--- config.mk ---
export PLATFORM = sky130hd
export DESIGN_NAME = cbd_bernoulli_sampler_pipe
export DESIGN_NICKNAME = d
export VERILOG_FILES = /design/src/rtl/cbd_bernoulli_sampler_pipe.sv
export SDC_FILE = /design/constraint.sdc
export NUM_CORES = 1
export LEC_CHECK = 0
export ABC_CLOCK_PERIOD_IN_PS = 5000
export BUFFER_PORTS_ARGS = -buffer_cell sky130_fd_sc_hd__buf_2
export CAP_MARGIN = 20
export CORE_MARGIN = 8
export CORE_UTILIZATION = 60
export DETAILED_ROUTE_END_ITERATION = 12
export HOLD_SLACK_MARGIN = 0.02
export PLACE_DENSITY = 0.89
export RECOVER_POWER = 100
export SETUP_SLACK_MARGIN = 0.1
export SYNTH_ARGS = -nofsm -noshare
export SYNTH_HDL_FRONTEND = slang
export SYNTH_SLANG_ARGS = --single-unit
--- constraint.sdc ---
create_clock -name clk -period 5 [get_ports clk]
set_input_delay 1 -clock clk [delete_from_list [all_inputs] [get_ports clk]]
set_output_delay 1 -clock clk [all_outputs]
set_load 0.01 [all_outputs]
--- src/rtl/cbd_bernoulli_sampler_pipe.sv ---
// Multi-lane Bernoulli-threshold / centered-binomial sampler emitting one polynomial per start.
// Input beat to output beat takes two cycles at one beat per cycle; out_ready low stalls both stages.
module cbd_bernoulli_sampler_pipe #(
  parameter int LANES      = 4,
  parameter int COMP_WIDTH = 8,
  parameter int COEF_WIDTH = 4,
  parameter int POLY_N     = 256
) (
  input  logic                          clk,
  input  logic                          rst_n,
  input  logic                          start_i,
  input  logic                          mode_i,
  input  logic [1:0]                    eta_i,
  input  logic [COMP_WIDTH-1:0]         threshold_i,
  input  logic                          in_valid,
  output logic                          in_ready,
  input  logic [LANES*COMP_WIDTH-1:0]   in_data,
  output logic                          out_valid,
  input  logic                          out_ready,
  output logic [LANES-1:0]              out_sign,
  output logic [LANES*COEF_WIDTH-1:0]   out_coef,
  output logic                          out_last,
  output logic                          busy,
  output logic                          done
);
  localparam int BEATS = POLY_N / LANES;
  localparam int CNT_W = $clog2(BEATS + 1);
  localparam logic [CNT_W-1:0] BEATS_C = CNT_W'(BEATS);
  localparam logic [CNT_W-1:0] LAST_C  = CNT_W'(BEATS - 1);

  typedef enum logic [1:0] {IDLE, RUN, DRAIN} state_t;
  state_t state, state_nxt;

  logic                        mode_q;
  logic [1:0]                  eta_q;
  logic [COMP_WIDTH-1:0]       thr_q;
  logic [CNT_W-1:0]            in_cnt, out_cnt;
  logic                        s1_valid;
  logic [LANES*COMP_WIDTH-1:0] s1_data;
  logic                        s1_load, s2_load, in_fire, out_fire_last;
  logic [LANES-1:0]            calc_sign;
  logic [LANES*COEF_WIDTH-1:0] calc_coef;

  // Only r[5:0] feed the binomial path; the threshold compare is done by the caller.
  function automatic logic [COEF_WIDTH:0] sample(input logic [5:0] r, input logic md,
                                                 input logic eta3, input logic lt);
    logic [1:0] a, b;
    logic s;
    logic [COEF_WIDTH-1:0] c;
    a = 2'(r[0]) + 2'(r[1]) + (eta3 ? 2'(r[2]) : 2'd0);
    b = eta3 ? (2'(r[3]) + 2'(r[4]) + 2'(r[5])) : (2'(r[2]) + 2'(r[3]));
    if (md) begin
      s = (a >= b);
      c = COEF_WIDTH'(a) - COEF_WIDTH'(b);
    end else begin
      s = lt;
      c = lt ? COEF_WIDTH'(1) : '1;
    end
    return {s, c};
  endfunction

  assign s2_load       = !out_valid || out_ready;
  assign s1_load       = !s1_valid || s2_load;
  assign in_ready      = (state == RUN) && (in_cnt != BEATS_C) && s1_load;
  assign in_fire       = in_valid && in_ready;
  assign out_fire_last = out_valid && out_ready && out_last;
  assign busy          = (state != IDLE);

  always_comb begin
    calc_sign = '0;
    calc_coef = '0;
    for (int l = 0; l < LANES; l++) begin
      {calc_sign[l], calc_coef[l*COEF_WIDTH +: COEF_WIDTH]} =
        sample(s1_data[l*COMP_WIDTH +: 6], mode_q, (eta_q != 2'd2),
               (s1_data[l*COMP_WIDTH +: COMP_WIDTH] < thr_q));
    end
  end

  always_comb begin
    state_nxt = state;
    case (state)
      IDLE:    if (start_i) state_nxt = RUN;
      RUN:     if (in_fire && in_cnt == LAST_C) state_nxt = DRAIN;
      DRAIN:   if (out_fire_last) state_nxt = IDLE;
      default: state_nxt = IDLE;
    endcase
  end

  always_ff @(posedge clk or negedge rst_n) begin
    if (!rst_n) begin
      state   <= IDLE;
      mode_q  <= 1'b0;
      eta_q   <= 2'd0;
      thr_q   <= '0;
      in_cnt  <= '0;
      out_cnt <= '0;
      done    <= 1'b0;
    end else begin
      state <= state_nxt;
      done  <= (state == DRAIN) && out_fire_last;
      if (state == IDLE && start_i) begin
        mode_q  <= mode_i;
        eta_q   <= eta_i;
        thr_q   <= threshold_i;
        in_cnt  <= '0;
        out_cnt <= '0;
      end else begin
        if (in_fire) in_cnt <= in_cnt + CNT_W'(1);
        if (s2_load && s1_valid) out_cnt <= out_cnt + CNT_W'(1);
      end
    end
  end

  // out_cnt counts beats entering S2, so it tags the final beat as it is loaded.
  always_ff @(posedge clk or negedge rst_n) begin
    if (!rst_n) begin
      s1_valid  <= 1'b0;
      s1_data   <= '0;
      out_valid <= 1'b0;
      out_sign  <= '0;
      out_coef  <= '0;
      out_last  <= 1'b0;
    end else begin
      if (s1_load) begin
        s1_valid <= in_fire;
        if (in_fire) s1_data <= in_data;
      end
      if (s2_load) begin
        out_valid <= s1_valid;
        out_last  <= s1_valid && (out_cnt == LAST_C);
        if (s1_valid) begin
          out_sign <= calc_sign;
          out_coef <= calc_coef;
        end
      end
    end
  end
endmodule
==> results_dict.tcl <==
set metrics [dict create \
    worstHoldPathType "flop to flop" \
    slowest_delay_ps 1080 \
    worst_pin_slew_ps 1924 \
    cts_tree "built" \
    setup_tns_ps 0 \
    dp.cells 601 \
    cp_cell_sequence "or4_1 > o211ai_1 > inv_1 > nand2_1 > mux2_2" \
    critPathArrivalTime_ps 3350 \
    synthTopCellsByArea "dfrtp_1 (42%), ha_1 (11%), mux2_4 (9.2%), fa_1 (5.1%), nand2_1 (4.6%)" \
    fmax_ghz 0.3208 \
    synth_fa_ha_area_frac 0.1640 \
    globalplace.congestion 0.8099 \
    netlist_area_um2 4746 \
    final_cells 617 \
    maxSlewHeadroom -0.2825 \
    cts_buffers 9 \
    cp_max_fo 33 \
    detail-route-antenna-nets 0 \
    wirelength_um 10750 \
    vdd_drop_max_mv 0.2217 \
    synth_top_area_frac 0.4166 \
    hold_slack_ps 483.0 \
    grt_max_degree 80 \
    reg2reg_slack_ps 1880 \
    die_w_um 104.9 \
    synth_edf_count 0 \
    wl_per_cell_um 17.42 \
    hold_viol_final 0 \
    grt_use_total 0.1947 \
    critical_path_class "flop to flop" \
    die_area_um2 11010 \
    crit_buf_inv 1 \
    drc 0 \
    boundaryPins 73 \
    core_um2 7687 \
    post-cts-setup-buffers 0 \
    yosys_warnings 0 \
    synth.net_count 551 \
    outcome "complete, but fails checks" \
    fin_crit_sh 0.6234 \
    numPortBuffers 72 \
    startpoint_type "flop" \
    yosysTopAreaCell "dfrtp_1" \
    ctsLongestPathBuffers 2 \
    grt_pass1_wl_um 17500 \
    root_buffer "clkbuf_8" \
    rows 32 \
    yosysSeqAreaShare 0.4166 \
    fin_skew_ps 9.226 \
    drt_iter0_markers 228 \
    vias_per_cell 5.626 \
    ys.flop_type "dfrtp_1" \
    synth_cells 448 \
    crit_path_end "s1_data[31]$_DFFE_PN0P_" \
    min_from "out_coef[5]$_DFFE_PN0P_" \
    dr.pass1.iters 5 \
    grt.overflow.total 0 \
    synth_compound_area_frac 0.1147 \
    path_delay_family "simple AND/OR/NAND/NOR gates" \
    antennaDiodeCount 0 \
    final-max-slew-violation-count 80 \
    violations "capacitance limit, slew limit" \
    rr_worst_depth 5 \
    start_util 0.6174 \
    place_hpwl_um 7935 \
    worstHoldPathCells 2 \
    synth_commonest_cells "dfrtp_1 (79), nand2_1 (58), ha_1 (43)" \
    synth_xor_xnor_area_share 0.007382 \
    synth_top_family_by_area "adder cells" \
    clk_latency_ps 360 \
    maxCapViolations 1 \
    vias 3471 \
    synthMuxAreaShare 0.1073 \
    avgSynthCellArea_um2 10.59 \
    die_h_um 104.9 \
    worstPathRequired_ps 5240 \
    drive_above_1_share 0.1320 \
    path_depth 5 \
    r2r-end "s1_data[31]$_DFFE_PN0P_" \
    cts.clk_slew.worst_paths_ps 80 \
    hold_buffers 0 \
    cp_slowest_cell "nand2_1" \
    async_flop_share 1.000 \
    setup_viol 0 \
    syn_to_final_growth_pct 8.516 \
    end_kind "flop" \
    crit_start "in_cnt[3]$_DFFE_PN0P_" \
    rsz0062_at_grt "no" \
    h-tree-depth 3 \
    cts_resized 0 \
    ys_types 43 \
    grt_pass1_vias 3653 \
    power_leakage_uw 0.002483 \
    yosysMostFrequentCell "dfrtp_1" \
    antenna_found_initial 0 \
    rr_startpoint "in_cnt[3]$_DFFE_PN0P_" \
    period_minus_slack_ps 3117 \
    cts_sinks 79 \
    ys_seq_elements 79 \
    nets 613 \
    powerDensity_nw_per_um2 514.2 \
    synthSimpleGateAreaFrac 0.1236 \
]
[worst min-delay path, delay by kind of cell (launching register included)]
kind / cells / cell delay, ps
DFF: 1 / 350
AOI/OAI and AO/OA: 1 / 60
and+or+nand+nor: 1 / 50
[cell usage in the layout, fill, tap and decap left out, drive strengths merged, types with 2 or more instances in the layout]
master	count
mux2i	4
nor2b	2
dfrtp	79
nand2	59
xor2	3
mux2	32
nor2	21
clkinv	3
a21oi	14
nand3b	2
a211oi	12
nand3	9
o21ai	38
and3	4
nor3b	2
bufinv	3
nand4	5
and2	2
ha	43
fa	12
buf	45
nand2b	6
and4	4
a211o	6
inv	42
a31oi	7
o21a	7
or3	2
clkbuf	38
[where the power goes]
group	internal, uW	leakage, uW	switching (uW)
logic	456	0.00141	655
registers	812	0.000949	158
clock network	331	0.000120	236
total	1600	0.00248	1050
[registers in the layout (all words and copies together), names as in the netlist]
signal     cells
done           1
out_cnt        7
s1_data       32
in_cnt         7
out_valid      1
eta_q          2
out_coef      12
out_sign       4
state          2
out_last       1
s1_valid       1
mode_q         1
thr_q          8
[final cells by class]
class,instances,area (um^2)
tap,102,127.6
multi-input combinational,305,2320
sequential,79,1977
clock buffer,10,127.6
fill,603,2537
timing repair buffer,73,331.6
clock inverter,6,108.9
inverter,42,157.7
[kinds of logic (layout without fill, tap and decap cells)]
family                     count (synthesis)  count (layout)
muxes                                     36              36
and+or+nand+nor                          121             121
buffers and inverters                     64             131
AOI/OAI and AO/OA                         89              89
DFF                                       79              79
adders and majority gates                 55              55
xor gates and xnor gates                   4               4
[per-stage QoR]
step | worst slack [ps] | instance area [um^2] | total power, uW | util
finish | 1883 | 5150 | 2648 | 0.6699
global route | 1686 | 5150 | 2842 | 0.6699
CTS | 2128 | 5328 | 2717 | 0.6930
detailed placement | 2239 | 5091 | 2129 | 0.6623
global placement | 2259 | 5091 | 2018 | 0.6623
floorplan | 2476 | 4746 | 1787 | -
[per-layer routing]
metal	up-vias	track usage	share of wire
li1	1657	-	-
met1	1684	0.2347	0.44
met2	110	0.3285	0.49
met3	20	0.04238	0.054
met4	0	0.08461	0.020
met5	-	0	0
[worst min path at each step]
stage | endpoint | slack (ps)
after detailed placement | out_coef[5]$_DFFE_PN0P_ | 470
after CTS | out_coef[5]$_DFFE_PN0P_ | 490
after global routing | out_last$_DFFE_PN0P_ | 510
after global placement | eta_q[0]$_DFFE_PN0P_ | 450
after floorplan | eta_q[0]$_DFFE_PN0P_ | 440
final | out_coef[5]$_DFFE_PN0P_ | 480
(Power assumes the default switching activity.)
